**src/rtl/seq_alu_pkg.sv**
```systemverilog
// Shared types and 7-segment constants for the sequential ALU with display output.
package seq_alu_pkg;

  typedef enum logic [2:0] {
    OP_ADD = 3'b000,
    OP_SUB = 3'b001,
    OP_AND = 3'b010,
    OP_OR  = 3'b011,
    OP_MUL = 3'b100,
    OP_ACC = 3'b101
  } op_t;

  typedef enum logic [1:0] {
    S_IDLE = 2'd0,
    S_EXEC = 2'd1,
    S_MUL  = 2'd2,
    S_DONE = 2'd3
  } state_t;

  // Segment patterns, bit order gfedcba
  localparam logic [6:0] SEG_0 = 7'h3F;
  localparam logic [6:0] SEG_1 = 7'h06;
  localparam logic [6:0] SEG_2 = 7'h5B;
  localparam logic [6:0] SEG_3 = 7'h4F;
  localparam logic [6:0] SEG_4 = 7'h66;
  localparam logic [6:0] SEG_5 = 7'h6D;
  localparam logic [6:0] SEG_6 = 7'h7D;
  localparam logic [6:0] SEG_7 = 7'h07;
  localparam logic [6:0] SEG_8 = 7'h7F;
  localparam logic [6:0] SEG_9 = 7'h6F;
  localparam logic [6:0] SEG_A = 7'h77;
  localparam logic [6:0] SEG_B = 7'h7C;
  localparam logic [6:0] SEG_C = 7'h39;
  localparam logic [6:0] SEG_D = 7'h5E;
  localparam logic [6:0] SEG_E = 7'h79;
  localparam logic [6:0] SEG_F = 7'h71;

  localparam logic [7:0] BLANK     = 8'h00;
  localparam logic [7:0] DASH      = 8'h40;
  localparam int         MINUS_BIT = 7;

  function automatic logic [6:0] digit_seg(input logic [3:0] d);
    case (d)
      4'h0: digit_seg = SEG_0;
      4'h1: digit_seg = SEG_1;
      4'h2: digit_seg = SEG_2;
      4'h3: digit_seg = SEG_3;
      4'h4: digit_seg = SEG_4;
      4'h5: digit_seg = SEG_5;
      4'h6: digit_seg = SEG_6;
      4'h7: digit_seg = SEG_7;
      4'h8: digit_seg = SEG_8;
      4'h9: digit_seg = SEG_9;
      4'hA: digit_seg = SEG_A;
      4'hB: digit_seg = SEG_B;
      4'hC: digit_seg = SEG_C;
      4'hD: digit_seg = SEG_D;
      4'hE: digit_seg = SEG_E;
      default: digit_seg = SEG_F;
    endcase
  endfunction

endpackage

```
**src/rtl/seq_alu_7seg_seg7_enc.sv**
```systemverilog
// Combinational display encoder: overflow blanks, small magnitudes show a signed hex digit,
// anything else shows a dash.
module seg7_enc
  import seq_alu_pkg::*;
(
  input  logic [3:0] mag,
  input  logic       neg,
  input  logic       fits,
  input  logic       ovf,
  output logic [7:0] seg
);

  always_comb begin
    // NOTE: default every combinational output first so no path leaves it unassigned (no latch).
    seg = DASH;
    if (ovf) begin
      seg = BLANK;
    end else if (fits) begin
      seg            = {1'b0, digit_seg(mag)};
      seg[MINUS_BIT] = neg;
    end
  end

endmodule

```
**src/rtl/seq_alu_7seg.sv**
```systemverilog
// Sequential signed ALU (add/sub/and/or/iterative multiply/accumulate) with a registered
// 7-segment rendering of each result.
module seq_alu_7seg
  import seq_alu_pkg::*;
#(
  parameter int WIDTH  = 8,
  parameter int MUL_EN = 1
) (
  input  logic             clk_2,
  input  logic             reset,
  input  logic             start,
  input  logic [2:0]       op,
  input  logic [WIDTH-1:0] a,
  input  logic [WIDTH-1:0] b,
  output logic             busy,
  output logic             done,
  output logic [WIDTH-1:0] y,
  output logic             ovf,
  output logic [WIDTH-1:0] acc,
  output logic [7:0]       seg
);

  localparam int CW = $clog2(WIDTH);
  localparam logic [CW-1:0] LAST = CW'(WIDTH - 1);

  state_t             state;
  logic [2:0]         op_q;
  logic [WIDTH-1:0]   a_q, b_q;
  logic [2*WIDTH-1:0] mcand, prod;
  logic [WIDTH-1:0]   mplier;
  logic [CW-1:0]      cnt;

  logic [WIDTH-1:0]   add_y, sub_y, acc_y, mul_y, fin_y, fin_mag, mag_a, mag_b;
  logic               add_ovf, sub_ovf, acc_ovf, mul_ovf, fin_ovf;
  logic [2*WIDTH-1:0] prod_next, prod_signed;
  logic [16:0]        mag_ext;
  logic [7:0]         seg_next;

  assign busy = (state != S_IDLE);
  assign done = (state == S_DONE);

  assign add_y   = a_q + b_q;
  assign sub_y   = a_q - b_q;
  assign acc_y   = acc + a_q;
  assign add_ovf = (a_q[WIDTH-1] == b_q[WIDTH-1]) && (add_y[WIDTH-1] != a_q[WIDTH-1]);
  assign sub_ovf = (a_q[WIDTH-1] != b_q[WIDTH-1]) && (sub_y[WIDTH-1] != a_q[WIDTH-1]);
  assign acc_ovf = (acc[WIDTH-1] == a_q[WIDTH-1]) && (acc_y[WIDTH-1] != acc[WIDTH-1]);

  // Shift-add runs on magnitudes; the most negative value maps to 2^(WIDTH-1) unsigned.
  assign mag_a       = a_q[WIDTH-1] ? -a_q : a_q;
  assign mag_b       = b_q[WIDTH-1] ? -b_q : b_q;
  assign prod_next   = prod + (mplier[0] ? mcand : '0);
  assign prod_signed = (a_q[WIDTH-1] ^ b_q[WIDTH-1]) ? -prod_next : prod_next;
  assign mul_y       = prod_signed[WIDTH-1:0];
  assign mul_ovf     = prod_signed != {{WIDTH{mul_y[WIDTH-1]}}, mul_y};

  always_comb begin
    fin_y   = '0;
    fin_ovf = 1'b0;
    if (state == S_MUL) begin
      fin_y   = mul_y;
      fin_ovf = mul_ovf;
    end else begin
      case (op_q)
        OP_ADD: begin fin_y = add_y; fin_ovf = add_ovf; end
        OP_SUB: begin fin_y = sub_y; fin_ovf = sub_ovf; end
        OP_AND: fin_y = a_q & b_q;
        OP_OR:  fin_y = a_q | b_q;
        OP_ACC: begin fin_y = acc_y; fin_ovf = acc_ovf; end
        default: ;
      endcase
    end
  end

  assign fin_mag = fin_y[WIDTH-1] ? -fin_y : fin_y;
  assign mag_ext = {{(17-WIDTH){1'b0}}, fin_mag};

  seg7_enc u_seg7_enc (
    .mag  (mag_ext[3:0]),
    .neg  (fin_y[WIDTH-1]),
    .fits (mag_ext <= 17'd15),
    .ovf  (fin_ovf),
    .seg  (seg_next)
  );

  always_ff @(posedge clk_2) begin
    // NOTE: state flops use non-blocking assignments so every register sees pre-edge values.
    if (reset) begin
      state  <= S_IDLE;
      op_q   <= '0;
      a_q    <= '0;
      b_q    <= '0;
      mcand  <= '0;
      mplier <= '0;
      prod   <= '0;
      cnt    <= '0;
      y      <= '0;
      ovf    <= 1'b0;
      acc    <= '0;
      seg    <= {1'b0, SEG_0};
    end else begin
      case (state)
        S_IDLE: if (start) begin
          op_q  <= op;
          a_q   <= a;
          b_q   <= b;
          state <= S_EXEC;
        end
        S_EXEC: begin
          mcand  <= {{WIDTH{1'b0}}, mag_a};
          mplier <= mag_b;
          prod   <= '0;
          cnt    <= '0;
          if (op_q == OP_MUL && MUL_EN != 0) begin
            state <= S_MUL;
          end else begin
            state <= S_DONE;
            y     <= fin_y;
            ovf   <= fin_ovf;
            seg   <= seg_next;
            if (op_q == OP_ACC) acc <= acc_y;
          end
        end
        S_MUL: begin
          prod   <= prod_next;
          mcand  <= mcand << 1;
          mplier <= mplier >> 1;
          cnt    <= cnt + 1'b1;
          if (cnt == LAST) begin
            state <= S_DONE;
            y     <= fin_y;
            ovf   <= fin_ovf;
            seg   <= seg_next;
          end
        end
        default: state <= S_IDLE;
      endcase
    end
  end

endmodule

```
**config.mk**
```make
export PLATFORM = sky130hd
export DESIGN_NAME = seq_alu_7seg
export DESIGN_NICKNAME = d
export VERILOG_FILES = /design/src/rtl/seq_alu_pkg.sv /design/src/rtl/seq_alu_7seg_seg7_enc.sv /design/src/rtl/seq_alu_7seg.sv
export SDC_FILE = /design/constraint.sdc
export NUM_CORES = 1
export LEC_CHECK = 0
export ABC_AREA = 0
export CORE_MARGIN = 2
export CORE_UTILIZATION = 38
export DETAILED_ROUTE_END_ITERATION = 16
export GPL_TIMING_DRIVEN = 0
export PLACE_DENSITY = 0.57
export SYNTH_ARGS = -nofsm -noshare
export SYNTH_HDL_FRONTEND = slang
export SYNTH_SLANG_ARGS = --single-unit
```
**constraint.sdc**
```tcl
create_clock -name clk_2 -period 5 [get_ports clk_2]
set_input_delay 0.5 -clock clk_2 [delete_from_list [all_inputs] [get_ports clk_2]]
set_output_delay 0.5 -clock clk_2 [all_outputs]
set_load 0.02 [all_outputs]
```
[Word level (Yosys, flattened, before mapping)]
Memories as Yosys holds them, arrays and structs flattened.
Cells that the tools add are included.
W data, S select, Z words.
Word-level totals
  memories kept: 1
  word-level logic and storage cells: 85
  output and inout port bits: 27
  input bits: 22
  register bits: 89
  ROM bits: 112
Memories
  (name not given): words 16, width 7, read ports 1, clocked after memory_dff 0, wr ports 0, RTL line seq_alu_pkg.sv:43  | case (d)
Operators by class
  order comparisons: 1
  bitwise gates (word level): 4
  add/sub/neg operators: 9
  mux-type cells: 28
  eq/ne operators: 19
  reduce and logical (&&, ||, !) cells: 11
Operators with widths (count)
  $mux W8: 10
  $pmux W16 S2: 2
  $pmux W8 S2: 3
  $pmux W8 S5: 1
  $mux W16: 2
  $neg A8 Y8: 3
  $add A16 B16 Y16: 1
  $add A8 B8 Y8: 2
  $neg A16 Y16: 1
  $eq A3 B3 Y1 const B: 3
  $and A8 B8 Y8: 1
  $le A8 B4 Y1 const B: 1
  $ne A8 B8 Y1: 1
  $or A8 B8 Y8: 1
  $sub A8 B8 Y8: 1
  $eq A3 B2 Y1 const B: 2
  $pmux W2 S3: 1
  $pmux W3 S2: 1
  $reduce_and A3 Y1: 2
  $eq A2 B2 Y1 const B: 2
  $mux W1: 4
  $mux W2: 2
  $ne A1 B1 Y1: 4
  $ne A2 B2 Y1 const B: 2
  14 further kinds: 19

[Longest topological paths before layout]
  word-level depth: 12
  gate-level depth with buffers: 19
  mapped depth without buffers: 18

[By module]
A second synthesis with hierarchy kept.
Unflattened totals
  cell total of the unflattened synthesis: 922
  area, all modules: 7278.2 um^2
Modules (own cells, without submodules)
  seq_alu_7seg: instances 1, cells each 883, seq. area each 1781.7 um^2, area an instance 6932.9 um^2
  seg7_enc: instances 1, cells each 39, seq. area each 0.0 um^2, area an instance 345.3 um^2

[Worst setup path before layout]
OpenSTA, ideal clock, no wires.
  kind: reg2reg
  start: register a_q[7]
  end: register seg[4]
  library setup time: 0.135 ns
  data required time: 4.865 ns
  setup slack: 0.848 ns
  buffers on the path: 3
  arrival: 4.018 ns
  cell stages (with the launch flop): 19
  period minus slack after synthesis: 4.152 ns
  path through: dfxtp_1 > clkbuf_1 > clkinv_1 > ha_1 > clkbuf_1 > mux2_2 > nand2_1 > o41ai_1 > a31oi_1 > ha_1 > nor2b_1 > and3_1 > a311oi_1 > xnor2_1 > clkbuf_1 > mux2i_1 > nand2_1 > o31ai_1 > o31ai_1
Between the ends
  word-level cells in the longest chain between the ends: 10
  elaborated cells between the ends (all ways): 30
  classes of those cells: add/sub: 4; order compare: 1; eq/ne: 7; mux: 11; bitwise: 3; reduce/logical: 3; memory: 1
Ends and longest elaborated chain
  from (decl): RTL line seq_alu_7seg.sv:28  | logic [WIDTH-1:0] a_q, b_q;
  from (signal assigned): RTL line seq_alu_7seg.sv:91  | a_q <= '0;
  from (signal assigned): RTL line seq_alu_7seg.sv:105  | a_q <= a;
  $add A8 B8 Y8, or another cell as far along: RTL line seq_alu_7seg.sv:44  | assign acc_y = acc + a_q;
  $pmux W8 S5 / $mux W16 (equally long branches): RTL line seq_alu_7seg.sv:64, seq_alu_7seg.sv:53
  $mux W8: RTL line seq_alu_7seg.sv:60  | if (state == S_MUL) begin
  $neg A8 Y8: RTL line seq_alu_7seg.sv:75  | assign fin_mag = fin_y[WIDTH-1] ? -fin_y : fin_y;
  $mux W8: RTL line seq_alu_7seg.sv:75
  $le A8 B4 Y1 / $mem_v2 Z16 W7 (equally long branches)
  $mux W8: RTL line seq_alu_7seg_seg7_enc.sv:18  | end else if (fits) begin
  $mux W8 *: RTL line seq_alu_7seg_seg7_enc.sv:16  | if (ovf) begin
  $mux W8, on equally long branches: RTL line seq_alu_7seg.sv:129, seq_alu_7seg.sv:114
  $pmux W8 S2 *: RTL line seq_alu_7seg.sv:102  | case (state)
  to (signal assigned): RTL line seq_alu_7seg.sv:100  | seg <= {1'b0, SEG_0};
  to (signal assigned): RTL line seq_alu_7seg.sv:120  | seg <= seg_next;
  to (signal assigned): RTL line seq_alu_7seg.sv:133  | seg <= seg_next;
  to (decl): RTL line seq_alu_7seg.sv:20  | output logic [7:0] seg
Every way passes the cells marked *; elsewhere a longest branch is shown, timed or not. The select of a mux whose other input is x is not followed.
A chain may end at the register's enable or synchronous reset.

[Worst setup path in the final report]
  start: register mplier[0]
  end: register seg[1]
Between the ends
  word-level cells in the longest chain between the ends: 12
  elaborated cells between the ends (all ways): 16
  classes of those cells: add/sub: 3; order compare: 1; eq/ne: 1; mux: 10; memory: 1
Ends and longest elaborated chain
  from (decl): RTL line seq_alu_7seg.sv:30  | logic [WIDTH-1:0] mplier;
  from (signal assigned): RTL line seq_alu_7seg.sv:111  | mplier <= mag_b;
  from (signal assigned): RTL line seq_alu_7seg.sv:127  | mplier <= mplier >> 1;
  $mux W16 *: RTL line seq_alu_7seg.sv:52  | assign prod_next = prod + (mplier[0] ? mcand : '0);
  $add A16 B16 Y16 *: RTL line seq_alu_7seg.sv:52
  $neg A16 Y16: RTL line seq_alu_7seg.sv:53  | assign prod_signed = (a_q[WIDTH-1] ^ b_q[WIDTH-1]) ? -prod_next : prod_next;
  $mux W16 *: RTL line seq_alu_7seg.sv:53
  $mux W8: RTL line seq_alu_7seg.sv:60
  $neg A8 Y8: RTL line seq_alu_7seg.sv:75
  $mux W8: RTL line seq_alu_7seg.sv:75
  $le A8 B4 Y1 / $mem_v2 Z16 W7 (equally long branches)
  $mux W8: RTL line seq_alu_7seg_seg7_enc.sv:18
  $mux W8 *: RTL line seq_alu_7seg_seg7_enc.sv:16
  $mux W8, on equally long branches: RTL line seq_alu_7seg.sv:129, seq_alu_7seg.sv:114
  $pmux W8 S2 *: RTL line seq_alu_7seg.sv:102
Marks and branches as above.

==> results.md <==
- Area of the mapped netlist: 7200 µm²
- Slew margin rel.: 0.286
- # hold bufs at CTS: 0
- Transition time of the tightest slew-check pin: 1.04 ns
- Layout cell share with drive strength beyond 1: 0.0476
- I/O Buffers: 47
- Via count of the first global-routing pass: 6752
- Power density relative to cell area: 449 nW/µm²
- Reg-to-reg endpoint: seg[1]$_SDFFE_PP1P_
- Share of async-settable or async-resettable flops after synthesis: 0
- Total Power: 3.72 mW
- Net count of the finished layout: 1089
- Grt total ovfl: 0
- Max IR drop VDD: 0.000234 V
- Hold depth: 2
- Clk Latency, worst-skew pair: 0.36 ns
- Detailed Routing Iterations Pass 1: 5
- Total instance count after detailed placement: 1226
- Synthesized area per cell: 7.62 µm²
- Footprint of the flip-flops and latches: 1780 µm²
- Clock skew: 0.00908 ns
- Placer Congestion: 0.976
- Full die area: 20100 µm²
- Die width: 142 µm
- First-pass GRT wire length: 35.3 mm
- Aggregate global-route resource usage: 0.223
- Worst hold path type: reg2reg
- Area added between synthesis and finish: 15.2%
- Count of inserted antenna diode cells: 0
- CP top delay family: compound AO/OA/AOI/OAI gates
- Worst setup slack for register-to-register paths: 0.43 ns
- MaxCap Viol Count: 0
- Final max-slew violation count: 0
- Vias per inst: 5.67
- Post-route fraction of the period consumed by the critical path: 0.915
- Fin. Hold Viols: 0
- Setup CP Type: reg2reg
- CTS tree: done
- Buffering stage count on the worst path with inverters included: 1
- Maximum clock rate: 0.219 GHz
- Die height: 142 µm
- Cell chosen for the clock root: sky130_fd_sc_hd__clkbuf_16
- Average detailed-routed wire length per instance: 17.4 µm
- Core Footprint: 18600 µm²
- DP Wirelength: 16.7 mm
- Number of remaining DRC errors: 0
- Data required time at the worst endpoint: 5.25 ns
- Setup repair after global routing missed its margin: no
- Arr. time, crit path: 4.83 ns
- Routed Antenna Nets: 0
- Startpoint class of the critical path: flop
- Worst-case reg-to-reg path depth: 14
- CP Max Fanout: 10
- Static leakage: 3.22 nW
- Hold path startpoint: y[2]$_SDFFE_PP0P_
- Critical R2R Launch: mplier[0]$_SDFFE_PP0P_
- Maximum number of pins on one net before global-route repair: 15
- Ys flop type: sky130_fd_sc_hd__dfxtp_1
- DRT Wirelength: 21.7 mm
- EDFF count, synth: 0
- Number of synthesized register bits: 89
- Placement row count: 50
- Final setup violation count: 0
- Worst-path cell chain: clkbuf_1 > and2_1 > ha_1 > a21o_1 > and4_1 > o2111ai_1 > a21oi_1 > a211oi_1 > nor4_1 > a2111oi_0 > nor3_1 > o32ai_2 > a22oi_2 > o41ai_1
- Synth Net Count: 1031
- Post-synthesis cell count: 945
- Crit path max-delay cell type: sky130_fd_sc_hd__a211oi_1
- FILL cells: 1971
- Routed vias: 7046
- Setup tns final: 0 ns
- Crit end category: flop
- Endpoint of the worst hold-timing path: y[2]$_SDFFE_PP0P_
- Run status: finished, final reports clean
- Fraction of the yosys area taken by sequential cells: 0.247
- H-tree levels: 3
- Commonest cells after routing, fill and taps aside: sky130_fd_sc_hd__nand2_1, sky130_fd_sc_hd__nor2_1, sky130_fd_sc_hd__dfxtp_1, sky130_fd_sc_hd__a21oi_1, sky130_fd_sc_hd__ha_1
- Most common library cell in the layout ignoring fill and taps: sky130_fd_sc_hd__nand2_1
- # IOs: 49
- Initial Util: 0.386
- Maximum count of clock buffers along a single path: 2
- Clock-pin transition on the worst setup and hold timing paths: 0.07 ns
- Sinks on Clock Net: 89
- Distinct cell type count after synthesis: 86
- Peak per-stage delay on the critical path: 0.66 ns
- Total CTS buffers: 9
- Beginning of the critical path: mplier[0]$_SDFFE_PP0P_
- Total area of multi-input combinational cells: 5080 µm²
- Minimum clock period: 4.57 ns
- Initial antenna violation count: 0
- Count of yosys warnings during synthesis: 0
- Starting DRT DRC Count: 536
- Post-route insts no fill: 1242
==> sequential cells by signal (all words and copies together), names as in the netlist, 8 cells and up <==
signal and cells:
mplier 8, prod 16, a_q 8, y 8, b_q 8, seg 8, mcand 16, acc 8
==> worst max-delay path by stage <==
stage,to,slack (ns),cells after the start
6_report,seg[1]$_SDFFE_PP1P_,0.43,14
2_1_floorplan,seg[4]$_SDFFE_PP1P_,0.85,18
3_3_place_gp,seg[4]$_SDFFE_PP1P_,-0.24,18
5_1_grt,seg[2]$_SDFFE_PP1P_,0.001,14
3_5_place_dp,seg[4]$_SDFFE_PP1P_,-0.31,18
4_1_cts,seg[4]$_SDFFE_PP1P_,0.17,18
==> tightest hold or removal path, cell delays in order (launching register included) <==
cell                      delay, ns
sky130_fd_sc_hd__dfxtp_1       0.31
sky130_fd_sc_hd__nand2_1       0.05
sky130_fd_sc_hd__a21oi_1       0.05
==> synthesized netlist by cell type, types with 9 or more instances <==
| library cell | instances | area [µm²] |
|---|---|---|
| sky130_fd_sc_hd__and2_1 | 24 | 150 |
| sky130_fd_sc_hd__nor2_1 | 89 | 334 |
| sky130_fd_sc_hd__nand3_1 | 26 | 130 |
| sky130_fd_sc_hd__a22oi_1 | 15 | 113 |
| sky130_fd_sc_hd__nor3_1 | 20 | 100 |
| sky130_fd_sc_hd__a21o_1 | 12 | 90.1 |
| sky130_fd_sc_hd__nand2_1 | 119 | 447 |
| sky130_fd_sc_hd__nor2b_1 | 9 | 56.3 |
| sky130_fd_sc_hd__mux2i_1 | 19 | 190 |
| sky130_fd_sc_hd__and3_1 | 9 | 56.3 |
| sky130_fd_sc_hd__clkbuf_1 | 45 | 169 |
| sky130_fd_sc_hd__or3_1 | 10 | 62.6 |
| sky130_fd_sc_hd__a211oi_1 | 19 | 143 |
| sky130_fd_sc_hd__xor2_1 | 9 | 78.8 |
| sky130_fd_sc_hd__nand2b_1 | 9 | 56.3 |
| sky130_fd_sc_hd__ha_1 | 60 | 751 |
| sky130_fd_sc_hd__o21ai_0 | 37 | 185 |
| sky130_fd_sc_hd__inv_1 | 42 | 158 |
| sky130_fd_sc_hd__a21oi_1 | 80 | 400 |
| sky130_fd_sc_hd__dfxtp_1 | 89 | 1780 |
| sky130_fd_sc_hd__xnor2_1 | 38 | 333 |
| sky130_fd_sc_hd__o31ai_1 | 12 | 90.1 |
==> final cells by class <==
type,count,share of cell area
multi-input cells,759,0.612
clock inverters,5,0.00679
well taps,234,0.0353
repair buffers,48,0.0576
plain buffers,53,0.0257
clock buffers,11,0.0281
flip-flops and latches,89,0.215
inverters,43,0.0195
==> stage by stage <==
step                area [µm²]  hold slack (ns)   util  setup WS, ns
floorplan                 7200            0.441      -         0.848
global placement          7960            0.451  0.427        -0.242
detailed placement        7960            0.455  0.427        -0.313
CTS                       8260            0.466  0.443         0.169
global route              8290            0.485  0.445       0.00138
finish                    8290            0.463  0.445         0.427
==> where the power goes <==
group / internal (mW) / switching [mW] / total (mW)
registers: 0.819 / 0.120 / 0.938
logic: 0.768 / 1.33 / 2.09
clock network: 0.387 / 0.302 / 0.689
total: 1.97 / 1.75 / 3.72
==> what timing repair did <==
action / 4_1_cts / 5_1_grt
gates resized for setup: 2 / 8
setup buffers: 0 / 1
setup endpoints to repair: 7 / 7
==> routing by layer <==
metal,global-route usage,vias up,share of wire
met5,0,-,0
met4,0.0847,0,0.032
met3,0.0378,40,0.059
met2,0.347,224,0.44
met1,0.309,3271,0.47
li1,-,3511,-
==> cells by family (layout without fill, tap and decap cells) <==
logic type / Yosys count / after routing / synth area share
and+or+nand+nor: 354 / 354 / 0.237
buffers and inverters: 97 / 160 / 0.0520
muxes: 22 / 22 / 0.0311
DFF: 89 / 89 / 0.247
adders and majority gates: 64 / 64 / 0.115
AOI/OAI and AO/OA: 271 / 271 / 0.258
xor gates and xnor gates: 48 / 48 / 0.0594
(Power assumes the default switching activity.)
